==> config.mk <==
export PLATFORM = sky130hd
export DESIGN_NAME = dram_port_arbiter
export DESIGN_NICKNAME = d
export VERILOG_FILES = /design/src/rtl/dram_arb_pkg.sv /design/src/rtl/dram_arb_pick.sv /design/src/rtl/dram_port_arbiter.sv
export SDC_FILE = /design/constraint.sdc
export NUM_CORES = 1
export LEC_CHECK = 0
export ABC_AREA = 0
export CAP_MARGIN = 20
export CELL_PAD_IN_SITES_DETAIL_PLACEMENT = 0
export CELL_PAD_IN_SITES_GLOBAL_PLACEMENT = 2
export CORE_UTILIZATION = 24
export DETAILED_ROUTE_END_ITERATION = 7
export PLACE_DENSITY = 0.8
export RECOVER_POWER = 50
export SLEW_MARGIN = 20
export SYNTH_ARGS = -nofsm -noshare
export SYNTH_HDL_FRONTEND = slang
export SYNTH_SLANG_ARGS = --single-unit
==> constraint.sdc <==
create_clock -name CLK -period 1.59 [get_ports CLK]
set_input_delay 0.159 -clock CLK [delete_from_list [all_inputs] [get_ports CLK]]
set_output_delay 0.159 -clock CLK [all_outputs]
set_load 0.02 [all_outputs]
==> src/rtl/dram_arb_pkg.sv <==
// rtl/dram_arb_pkg.sv - shared state type, port indices and default widths for the DRAM port arbiter
package dram_arb_pkg;

   typedef enum logic [1:0] {
      IDLE   = 2'd0,
      ACCESS = 2'd1,
      RDWAIT = 2'd2,
      RESP   = 2'd3
   } arb_state_t;

   localparam logic PORT_CPU = 1'b0;
   localparam logic PORT_AUX = 1'b1;

   localparam int DEF_NB            = 32;
   localparam int DEF_MEM_ADDR_SIZE = 12;

endpackage

==> src/rtl/dram_arb_pick.sv <==
// rtl/dram_arb_pick.sv - combinational winner selection; tie policy set by DRAM_ARB_ROUND_ROBIN_EN
module dram_arb_pick
   import dram_arb_pkg::*;
(
   input  logic [1:0] req,
   input  logic       last,
   output logic       winner,
   output logic       valid
);

   assign valid = |req;

`ifdef DRAM_ARB_ROUND_ROBIN_EN
   // On a tie the port that did not win last time goes first.
   always_comb begin
      winner = PORT_CPU;
      if (req == 2'b11)
         winner = ~last;
      else if (req[1])
         winner = PORT_AUX;
   end
`else
   logic unused_last;
   assign unused_last = last;

   always_comb begin
      winner = PORT_CPU;
      if (req == 2'b10)
         winner = PORT_AUX;
   end
`endif

endmodule

==> src/rtl/dram_port_arbiter.sv <==
// rtl/dram_port_arbiter.sv - two-port REQ/ACK arbiter and sequencer for the single-port DRAM (DRAM_ARB_ROUND_ROBIN_EN selects round-robin ties)
module dram_port_arbiter
   import dram_arb_pkg::*;
#(
   parameter int nb            = DEF_NB,
   parameter int MEM_ADDR_SIZE = DEF_MEM_ADDR_SIZE
) (
   input  logic          CLK,
   input  logic          RST_n,
   input  logic          P0_REQ,
   input  logic          P0_WE,
   input  logic [nb-1:0] P0_ADDR,
   input  logic [nb-1:0] P0_WDATA,
   output logic [nb-1:0] P0_RDATA,
   output logic          P0_ACK,
   input  logic          P1_REQ,
   input  logic          P1_WE,
   input  logic [nb-1:0] P1_ADDR,
   input  logic [nb-1:0] P1_WDATA,
   output logic [nb-1:0] P1_RDATA,
   output logic          P1_ACK,
   output logic          MEM_RD,
   output logic          MEM_WR,
   output logic [nb-1:0] MEM_ADDR,
   output logic [nb-1:0] MEM_DATAIN,
   input  logic [nb-1:0] MEM_DATAOUT
);

   localparam int HI_W = nb - MEM_ADDR_SIZE;

   arb_state_t state;
   logic       win;
   logic       we_q;
   logic       last;
   logic       pick_winner;
   logic       pick_valid;

   logic                     sel_we;
   logic [nb-1:0]            sel_addr;
   logic [nb-1:0]            sel_wdata;
   logic [HI_W-1:0]          sel_hi;
   logic [MEM_ADDR_SIZE-1:0] sel_word;

   dram_arb_pick u_pick (
      .req    ({P1_REQ, P0_REQ}),
      .last   (last),
      .winner (pick_winner),
      .valid  (pick_valid)
   );

   assign sel_we    = pick_winner ? P1_WE    : P0_WE;
   assign sel_addr  = pick_winner ? P1_ADDR  : P0_ADDR;
   assign sel_wdata = pick_winner ? P1_WDATA : P0_WDATA;

   // Only the low word-address bits reach the RAM array; the rest ride along untouched.
   assign {sel_hi, sel_word} = sel_addr;

`ifdef DRAM_ARB_ROUND_ROBIN_EN
   logic last_q;

   always_ff @(posedge CLK or negedge RST_n) begin
      if (!RST_n)
         last_q <= PORT_AUX;
      else if (state == IDLE && pick_valid)
         last_q <= pick_winner;
   end

   assign last = last_q;
`else
   assign last = PORT_AUX;
`endif

   always_ff @(posedge CLK or negedge RST_n) begin
      if (!RST_n) begin
         state      <= IDLE;
         win        <= PORT_CPU;
         we_q       <= 1'b0;
         MEM_RD     <= 1'b0;
         MEM_WR     <= 1'b0;
         MEM_ADDR   <= '0;
         MEM_DATAIN <= '0;
         P0_ACK     <= 1'b0;
         P1_ACK     <= 1'b0;
         P0_RDATA   <= '0;
         P1_RDATA   <= '0;
      end else begin
         MEM_RD <= 1'b0;
         MEM_WR <= 1'b0;
         P0_ACK <= 1'b0;
         P1_ACK <= 1'b0;
         case (state)
            IDLE: begin
               if (pick_valid) begin
                  win        <= pick_winner;
                  we_q       <= sel_we;
                  MEM_ADDR   <= {sel_hi, sel_word};
                  MEM_DATAIN <= sel_wdata;
                  MEM_RD     <= ~sel_we;
                  MEM_WR     <= sel_we;
                  state      <= ACCESS;
               end
            end
            ACCESS: begin
               // Writes finish as soon as the strobe is gone; reads wait one cycle for the RAM.
               if (we_q) begin
                  P0_ACK <= (win == PORT_CPU);
                  P1_ACK <= (win == PORT_AUX);
                  state  <= RESP;
               end else begin
                  state <= RDWAIT;
               end
            end
            RDWAIT: begin
               if (win == PORT_AUX)
                  P1_RDATA <= MEM_DATAOUT;
               else
                  P0_RDATA <= MEM_DATAOUT;
               P0_ACK <= (win == PORT_CPU);
               P1_ACK <= (win == PORT_AUX);
               state  <= RESP;
            end
            RESP: begin
               state <= IDLE;
            end
            default: begin
               state <= IDLE;
            end
         endcase
      end
   end

endmodule

==> results of run 1 <==
## kinds of logic (layout without fill, tap and decap cells)
kind of cell	after synthesis	after routing	synth area share (%)
simple gates	145	145	11.8
fa+ha+maj	3	3	0.612
other cells	0	1	0
flops	136	136	55.5
mux	65	65	11.9
compound gates	136	136	15.8
buf+inv	45	354	4.36
## per-layer routing
metal	GRT usage [%]	routed length [um]
met2	24.2	9710
met4	6.17	395
met3	4.24	1120
met1	18.4	8180
met5	0	13
## repair_timing
item                                   CTS  global route
setup endpoints to repair               42           102
endpoints found under the hold margin   41             0
resized for setup                       42            50
hold buffers                             1             0
gates cloned                             0             0
## power groups by stage
| stage | Combinational (W) | Clock, W | Sequential (W) |
|---|---|---|---|
| after floorplan | 0.00397 | 0 | 0.00850 |
| after global placement | 0.0112 | 0 | 0.00647 |
| after detailed placement | 0.0113 | 0 | 0.00649 |
| after CTS | 0.0109 | 0.00416 | 0.00643 |
| after global routing | 0.0108 | 0.00431 | 0.00669 |
| final | 0.0100 | 0.00401 | 0.00642 |
## state kept, by name, summed over array words and instances, names as in the netlist
register and count:
MEM_ADDR 32, MEM_DATAIN 32, P0_RDATA 32, P1_RDATA 32, state 2, MEM_RD 1, MEM_WR 1, P0_ACK 1
P1_ACK 1, we_q 1, win 1
## cell type report
type / instances / area [sq um]
antenna: 1 / 2.50
clock buffer: 18 / 429
clock inverter: 14 / 164
fill: 2579 / 15300
inverter: 3 / 11.3
multi-input combinational: 349 / 2480
sequential: 136 / 3400
tap: 330 / 413
timing repair buffer: 319 / 2930
## layout by cell type, fill, tap and decap left out, types with 7 or more instances in the layout
master | synthesis | routed
buf_12 | 0 | 12
o22ai_1 | 109 | 109
clkbuf_16 | 0 | 17
buf_4 | 4 | 7
clkdlybuf4s50_1 | 0 | 205
o22ai_2 | 19 | 19
clkbuf_1 | 8 | 50
dlygate4sd2_1 | 0 | 42
mux2_2 | 65 | 65
nand2b_1 | 66 | 65
dfrtp_1 | 136 | 136
nor2_1 | 70 | 70
## per-stage QoR
| step | area (sq um) | cells | hold slack [ns] | utilization, % |
|---|---|---|---|---|
| after floorplan | 6130 | 530 | -0.137 | - |
| after global placement | 9600 | 1136 | 0.131 | 38.2 |
| after detailed placement | 9600 | 1136 | 0.132 | 38.2 |
| after CTS | 10200 | 1169 | 0.241 | 40.4 |
| after global routing | 9830 | 1170 | 0.328 | 39.2 |
| final | 9830 | 1170 | 0.334 | 39.2 |
## worst paths after layout
kind,from,to,depth (start not counted)
max in group asynchronous,RST_n,MEM_DATAIN[27],3
max reg2reg,state[0],P1_RDATA[2],5
max,P1_RDATA[17],P1_RDATA[17],1
min reg2reg,win,P0_ACK,1
min in group asynchronous,RST_n,P1_RDATA[14],2
min,P0_ADDR[26],MEM_ADDR[26],3
==> flow_results.xml, run 1 <==
<?xml version="1.0" encoding="UTF-8"?>
<metrics>
  <group name="run_status">
    <metric name="status" unit="">completed</metric>
  </group>
  <group name="grt">
    <metric name="first_global_vias" unit="">5325</metric>
    <metric name="grt_antenna_before_repair" unit="">2</metric>
    <metric name="gr-total-overflow" unit="">0</metric>
    <metric name="globalRouteTotalUtil" unit="%">14.9</metric>
    <metric name="grt_first_pass_wirelength" unit="mm">30.2</metric>
    <metric name="grt_start_max_net_pins" unit="">49</metric>
  </group>
  <group name="clock_network">
    <metric name="cts_setup_buffers" unit="">0</metric>
    <metric name="cts_sinks" unit="">136</metric>
    <metric name="cts-root-buf" unit="">clkbuf_16</metric>
    <metric name="path_clk_slew" unit="ns">0.07</metric>
    <metric name="cts_tree" unit="">yes</metric>
    <metric name="cts-root-to-sink-buffers" unit="">2</metric>
    <metric name="clock_insertion_delay_worst_skew" unit="ns">0.41</metric>
    <metric name="cts_inserted_buffers" unit="">17</metric>
    <metric name="ctsHtreeMaxLevel" unit="">4</metric>
  </group>
  <group name="timing">
    <metric name="max_transition_margin" unit="%">25.2</metric>
    <metric name="fin_skew" unit="ns">0.00695</metric>
    <metric name="maximum_clock_rate" unit="MHz">643</metric>
    <metric name="layout_setup_ws" unit="ns">0.0346</metric>
    <metric name="fin_setup_tns" unit="ns">0</metric>
    <metric name="hold_violations" unit="">0</metric>
    <metric name="final_period_minus_worst_setup_slack" unit="ns">1.56</metric>
    <metric name="setup-violations-final" unit="">0</metric>
    <metric name="final_min_period_over_clock_period" unit="%">97.8</metric>
    <metric name="timing_max_transition_violations_final" unit="">0</metric>
    <metric name="rsz_0062_raised_after_global_routing" unit="">no</metric>
    <metric name="worst_margin_slew" unit="ns">1.12</metric>
  </group>
  <group name="route">
    <metric name="drt_iter0_markers" unit="">167</metric>
    <metric name="remaining_drc_errors" unit="">0</metric>
    <metric name="detailroute.via_count" unit="">5189</metric>
    <metric name="wl_per_cell" unit="um">16.6</metric>
    <metric name="antenna_left" unit="">0</metric>
    <metric name="aggregate_routed_wire_length" unit="mm">19.4</metric>
    <metric name="drt-pass1-iter-count" unit="">4</metric>
    <metric name="avgViaCountPerCell" unit="">4.44</metric>
  </group>
  <group name="setup_path">
    <metric name="path_buf_inv" unit="">1</metric>
    <metric name="critPathKind" unit="">reg -&gt; out</metric>
    <metric name="critPathMaxFanout" unit="">2</metric>
    <metric name="crit_path_max_incr_delay" unit="ns">0.65</metric>
    <metric name="cp.arrival" unit="ns">1.40</metric>
    <metric name="worstSetupEndpointType" unit="">primary output</metric>
    <metric name="worstPathCellList" unit="">clkdlybuf4s50_1</metric>
    <metric name="worst_path_max_delay_cell" unit="">clkdlybuf4s50_1</metric>
    <metric name="reg2reg_slack" unit="ns">0.09</metric>
    <metric name="critPathRequiredTime" unit="ns">1.43</metric>
    <metric name="start_kind" unit="">flop</metric>
    <metric name="critical-path-top-delay-family" unit="">buffers and inverters</metric>
  </group>
  <group name="logic_synthesis">
    <metric name="syn_area" unit="sq um">6130</metric>
    <metric name="synth_async_sr_flop_share" unit="%">100</metric>
    <metric name="synth_warnings" unit="">0</metric>
    <metric name="ys_ff_latch" unit="">136</metric>
    <metric name="largest_cells_by_area_after_synthesis" unit="">dfrtp_1 55%, mux2_2 12%, o22ai_1 11%, nand2b_1 6.7%, nor2_1 4.3%</metric>
    <metric name="synth_common_cells" unit="">136 x dfrtp_1, 109 x o22ai_1, 70 x nor2_1</metric>
    <metric name="synth_largest_area_cell" unit="">dfrtp_1</metric>
    <metric name="cells_after_synthesis" unit="">530</metric>
    <metric name="syn_nets" unit="">699</metric>
    <metric name="share_of_the_synthesized_area_in_the_top_cell_type" unit="%">55.5</metric>
    <metric name="post_synth.cell_area_avg" unit="sq um">11.6</metric>
    <metric name="yosys_most_used_dff" unit="">dfrtp_1</metric>
    <metric name="synth_edf_count" unit="">0</metric>
    <metric name="seq_area_frac_synth" unit="%">55.5</metric>
    <metric name="yosysMostFrequentCell" unit="">dfrtp_1</metric>
    <metric name="netlist-cell-type-count" unit="">23</metric>
  </group>
  <group name="pwr">
    <metric name="comb_power_share" unit="%">49.0</metric>
    <metric name="sequentialPowerShare" unit="%">31.4</metric>
    <metric name="fin_total_pwr" unit="W">0.0204</metric>
    <metric name="max-vdd-ir-drop" unit="uV">744</metric>
    <metric name="power.share.switching" unit="%">40.4</metric>
    <metric name="p_sw" unit="W">0.00825</metric>
    <metric name="pwr-share-clk" unit="%">19.6</metric>
    <metric name="power_density" unit="nW/um^2">2080</metric>
    <metric name="intPower" unit="W">0.0122</metric>
    <metric name="p_leak" unit="nW">3.92</metric>
  </group>
  <group name="finish">
    <metric name="layout-area-overhead-vs-synth" unit="%">60.3</metric>
    <metric name="final_layout_size_suffix_gt1_share" unit="%">17.0</metric>
    <metric name="finalNetCount" unit="">995</metric>
  </group>
  <group name="floorplan">
    <metric name="die_y" unit="um">162</metric>
    <metric name="initial_utilization" unit="%">24.4</metric>
    <metric name="num_io_pins" unit="">298</metric>
    <metric name="core" unit="sq um">25100</metric>
    <metric name="die-width" unit="um">162</metric>
    <metric name="die_area" unit="sq um">26200</metric>
    <metric name="std_cell_rows" unit="">58</metric>
  </group>
  <group name="placed_design">
    <metric name="post-dp-hpwl" unit="mm">13.7</metric>
    <metric name="gp_congestion" unit="">0.719</metric>
    <metric name="pre_cts_ws" unit="ns">0.0421</metric>
    <metric name="count_of_input_and_output_buffers" unit="">297</metric>
  </group>
  <group name="run">
    <metric name="max_cap_viol_count" unit="">0</metric>
  </group>
  <group name="min_path">
    <metric name="hp-class" unit="">in -&gt; reg</metric>
  </group>
</metrics>
Note: power is estimated with default switching activity, not from simulation.
==> run 2: changes to the inputs <==
--- a/config.mk
+++ b/config.mk
@@ -9,9 +9,10 @@
 export CAP_MARGIN = 20
 export CELL_PAD_IN_SITES_DETAIL_PLACEMENT = 0
 export CELL_PAD_IN_SITES_GLOBAL_PLACEMENT = 2
-export CORE_UTILIZATION = 24
+export CORE_UTILIZATION = 38
 export DETAILED_ROUTE_END_ITERATION = 7
-export PLACE_DENSITY = 0.8
+export DONT_BUFFER_PORTS = 1
+export PLACE_DENSITY_LB_ADDON = 0.08
 export RECOVER_POWER = 50
 export SLEW_MARGIN = 20
 export SYNTH_ARGS = -nofsm -noshare
==> run 2 against run 1 <==
Net effect:
- the flow now stops in clock tree synthesis (4_1_cts)
- synthesized cell count stayed put
- area after synthesis stayed put
==> flow_results.xml, run 2 <==
<?xml version="1.0" encoding="UTF-8"?>
<metrics>
  <group name="logic_synthesis">
    <metric name="share_of_the_synthesized_area_in_the_top_cell_type" unit="%">55.5</metric>
    <metric name="synth_common_cells" unit="">136 x dfrtp_1, 109 x o22ai_1, 70 x nor2_1</metric>
    <metric name="yosys_most_used_dff" unit="">dfrtp_1</metric>
    <metric name="largest_cells_by_area_after_synthesis" unit="">dfrtp_1 55%, mux2_2 12%, o22ai_1 11%, nand2b_1 6.7%, nor2_1 4.3%</metric>
    <metric name="cells_after_synthesis" unit="">530</metric>
    <metric name="syn_nets" unit="">699</metric>
    <metric name="ys_ff_latch" unit="">136</metric>
    <metric name="netlist-cell-type-count" unit="">23</metric>
    <metric name="synth_largest_area_cell" unit="">dfrtp_1</metric>
    <metric name="seq_area_frac_synth" unit="%">55.5</metric>
    <metric name="synth_async_sr_flop_share" unit="%">100</metric>
    <metric name="yosysMostFrequentCell" unit="">dfrtp_1</metric>
    <metric name="synth_edf_count" unit="">0</metric>
    <metric name="syn_area" unit="sq um">6130</metric>
    <metric name="synth_warnings" unit="">0</metric>
    <metric name="post_synth.cell_area_avg" unit="sq um">11.6</metric>
  </group>
  <group name="floorplan">
    <metric name="initial_utilization" unit="%">38.8</metric>
    <metric name="std_cell_rows" unit="">46</metric>
    <metric name="die_y" unit="um">129</metric>
    <metric name="die-width" unit="um">129</metric>
    <metric name="num_io_pins" unit="">298</metric>
  </group>
  <group name="clock_network">
    <metric name="cts-root-buf" unit="">clkbuf_16</metric>
    <metric name="cts_inserted_buffers" unit="">17</metric>
    <metric name="cts_sinks" unit="">136</metric>
    <metric name="ctsHtreeMaxLevel" unit="">4</metric>
    <metric name="cts_hold_buffers" unit="">150</metric>
    <metric name="cts_setup_buffers" unit="">0</metric>
    <metric name="cts-root-to-sink-buffers" unit="">2</metric>
    <metric name="postCtsResizedCells" unit="">0</metric>
  </group>
  <group name="placed_design">
    <metric name="count_of_input_and_output_buffers" unit="">0</metric>
    <metric name="postPlaceCellArea" unit="sq um">6330</metric>
    <metric name="post-dp-hpwl" unit="mm">10.7</metric>
    <metric name="place_inst" unit="">716</metric>
    <metric name="gp_congestion" unit="">0.726</metric>
  </group>
  <group name="run_status">
    <metric name="status" unit="">aborted with a tool error</metric>
    <metric name="stop_stage" unit="">clock tree synthesis (4_1_cts)</metric>
    <metric name="flow.first_error" unit="">[ERROR RSZ-0060] Max buffer count reached.</metric>
  </group>
</metrics>
## run 2: cell counts after synthesis
Identical to the previous run, type by type.
## run 2: logic make-up after synthesis
logic type / synth area share, %
AND/OR/NAND/NOR: 11.8
buffers and inverters: 4.36
adder cells (fa/ha/maj): 0.612
flip-flops: 55.5
AO/OA/AOI/OAI: 15.8
multiplexers: 11.9
## run 2: per-stage QoR
| step | utilization (%) | worst slack, ns |
|---|---|---|
| after detailed placement | 40.0 | 0.0495 |
| after global placement | 40.0 | 0.0814 |
| after floorplan | - | 0.136 |
==> run 3: changes to the inputs <==
--- a/config.mk
+++ b/config.mk
@@ -7,12 +7,10 @@
 export LEC_CHECK = 0
 export ABC_AREA = 0
 export CAP_MARGIN = 20
-export CELL_PAD_IN_SITES_DETAIL_PLACEMENT = 0
-export CELL_PAD_IN_SITES_GLOBAL_PLACEMENT = 2
-export CORE_UTILIZATION = 38
+export CORE_UTILIZATION = 33
 export DETAILED_ROUTE_END_ITERATION = 7
 export DONT_BUFFER_PORTS = 1
-export PLACE_DENSITY_LB_ADDON = 0.08
+export PLACE_DENSITY_LB_ADDON = 0.15
 export RECOVER_POWER = 50
 export SLEW_MARGIN = 20
 export SYNTH_ARGS = -nofsm -noshare
==> run 3 against run 2 <==
Net effect:
- the run again fails in clock tree synthesis (4_1_cts)
- area after synthesis is the same
- synthesized cell count did not move
==> flow_results.xml, run 3 <==
<?xml version="1.0" encoding="UTF-8"?>
<metrics>
  <group name="clock_network">
    <metric name="cts-root-to-sink-buffers" unit="">2</metric>
    <metric name="cts_inserted_buffers" unit="">17</metric>
    <metric name="cts_sinks" unit="">136</metric>
    <metric name="cts_setup_buffers" unit="">4</metric>
    <metric name="cts-root-buf" unit="">clkbuf_16</metric>
    <metric name="cts_hold_buffers" unit="">153</metric>
    <metric name="ctsHtreeMaxLevel" unit="">4</metric>
    <metric name="postCtsResizedCells" unit="">1</metric>
  </group>
  <group name="logic_synthesis">
    <metric name="largest_cells_by_area_after_synthesis" unit="">dfrtp_1 55%, mux2_2 12%, o22ai_1 11%, nand2b_1 6.7%, nor2_1 4.3%</metric>
    <metric name="seq_area_frac_synth" unit="%">55.5</metric>
    <metric name="share_of_the_synthesized_area_in_the_top_cell_type" unit="%">55.5</metric>
    <metric name="multiplexer_share_of_the_synthesized_area" unit="%">11.9</metric>
    <metric name="synth_common_cells" unit="">136 x dfrtp_1, 109 x o22ai_1, 70 x nor2_1</metric>
    <metric name="ys_ff_latch" unit="">136</metric>
    <metric name="synth_largest_area_cell" unit="">dfrtp_1</metric>
    <metric name="post_synth.cell_area_avg" unit="sq um">11.6</metric>
    <metric name="synth_compound_gate_area_share" unit="%">15.8</metric>
    <metric name="synth_warnings" unit="">0</metric>
    <metric name="largest_family_of_logic_cells_by_synthesized_area" unit="">compound AO/OA/AOI/OAI gates</metric>
    <metric name="synth_edf_count" unit="">0</metric>
    <metric name="yosysMostFrequentCell" unit="">dfrtp_1</metric>
    <metric name="yosys_most_used_dff" unit="">dfrtp_1</metric>
    <metric name="netlist-cell-type-count" unit="">23</metric>
    <metric name="synth_simple_gate_area_share" unit="%">11.8</metric>
    <metric name="synth-adder-area-share" unit="%">0.612</metric>
    <metric name="syn_nets" unit="">699</metric>
    <metric name="syn_area" unit="sq um">6130</metric>
    <metric name="synth_async_sr_flop_share" unit="%">100</metric>
    <metric name="synthXorXnorAreaFrac" unit="%">0</metric>
    <metric name="cells_after_synthesis" unit="">530</metric>
  </group>
  <group name="run_status">
    <metric name="stop_stage" unit="">clock tree synthesis (4_1_cts)</metric>
    <metric name="status" unit="">aborted with a tool error</metric>
    <metric name="flow.first_error" unit="">[ERROR RSZ-0060] Max buffer count reached.</metric>
  </group>
  <group name="placed_design">
    <metric name="count_of_input_and_output_buffers" unit="">0</metric>
    <metric name="gp_congestion" unit="">0.746</metric>
    <metric name="postPlaceCellArea" unit="sq um">6320</metric>
    <metric name="post-dp-hpwl" unit="mm">10.6</metric>
  </group>
  <group name="floorplan">
    <metric name="die-width" unit="um">138</metric>
    <metric name="die_y" unit="um">138</metric>
    <metric name="initial_utilization" unit="%">33.9</metric>
    <metric name="std_cell_rows" unit="">49</metric>
    <metric name="num_io_pins" unit="">298</metric>
  </group>
</metrics>
run 3: cell counts after synthesis:
No cell type changed its count.
run 3: per-stage QoR:
step	TNS (ns)	utilization, %	hold slack, ns	setup slack [ns]	cells
after floorplan	0	-	-0.137	0.136	530
after detailed placement	-0.0195	35.0	-0.134	-0.0195	726
after global placement	0	35.0	-0.133	0.0381	726
run 3: kinds of logic after synthesis:
logic type	after synthesis
and+or+nand+nor	145
AOI/OAI and AO/OA	136
DFF	136
muxes	65
buffers and inverters	45
adders and majority gates	3
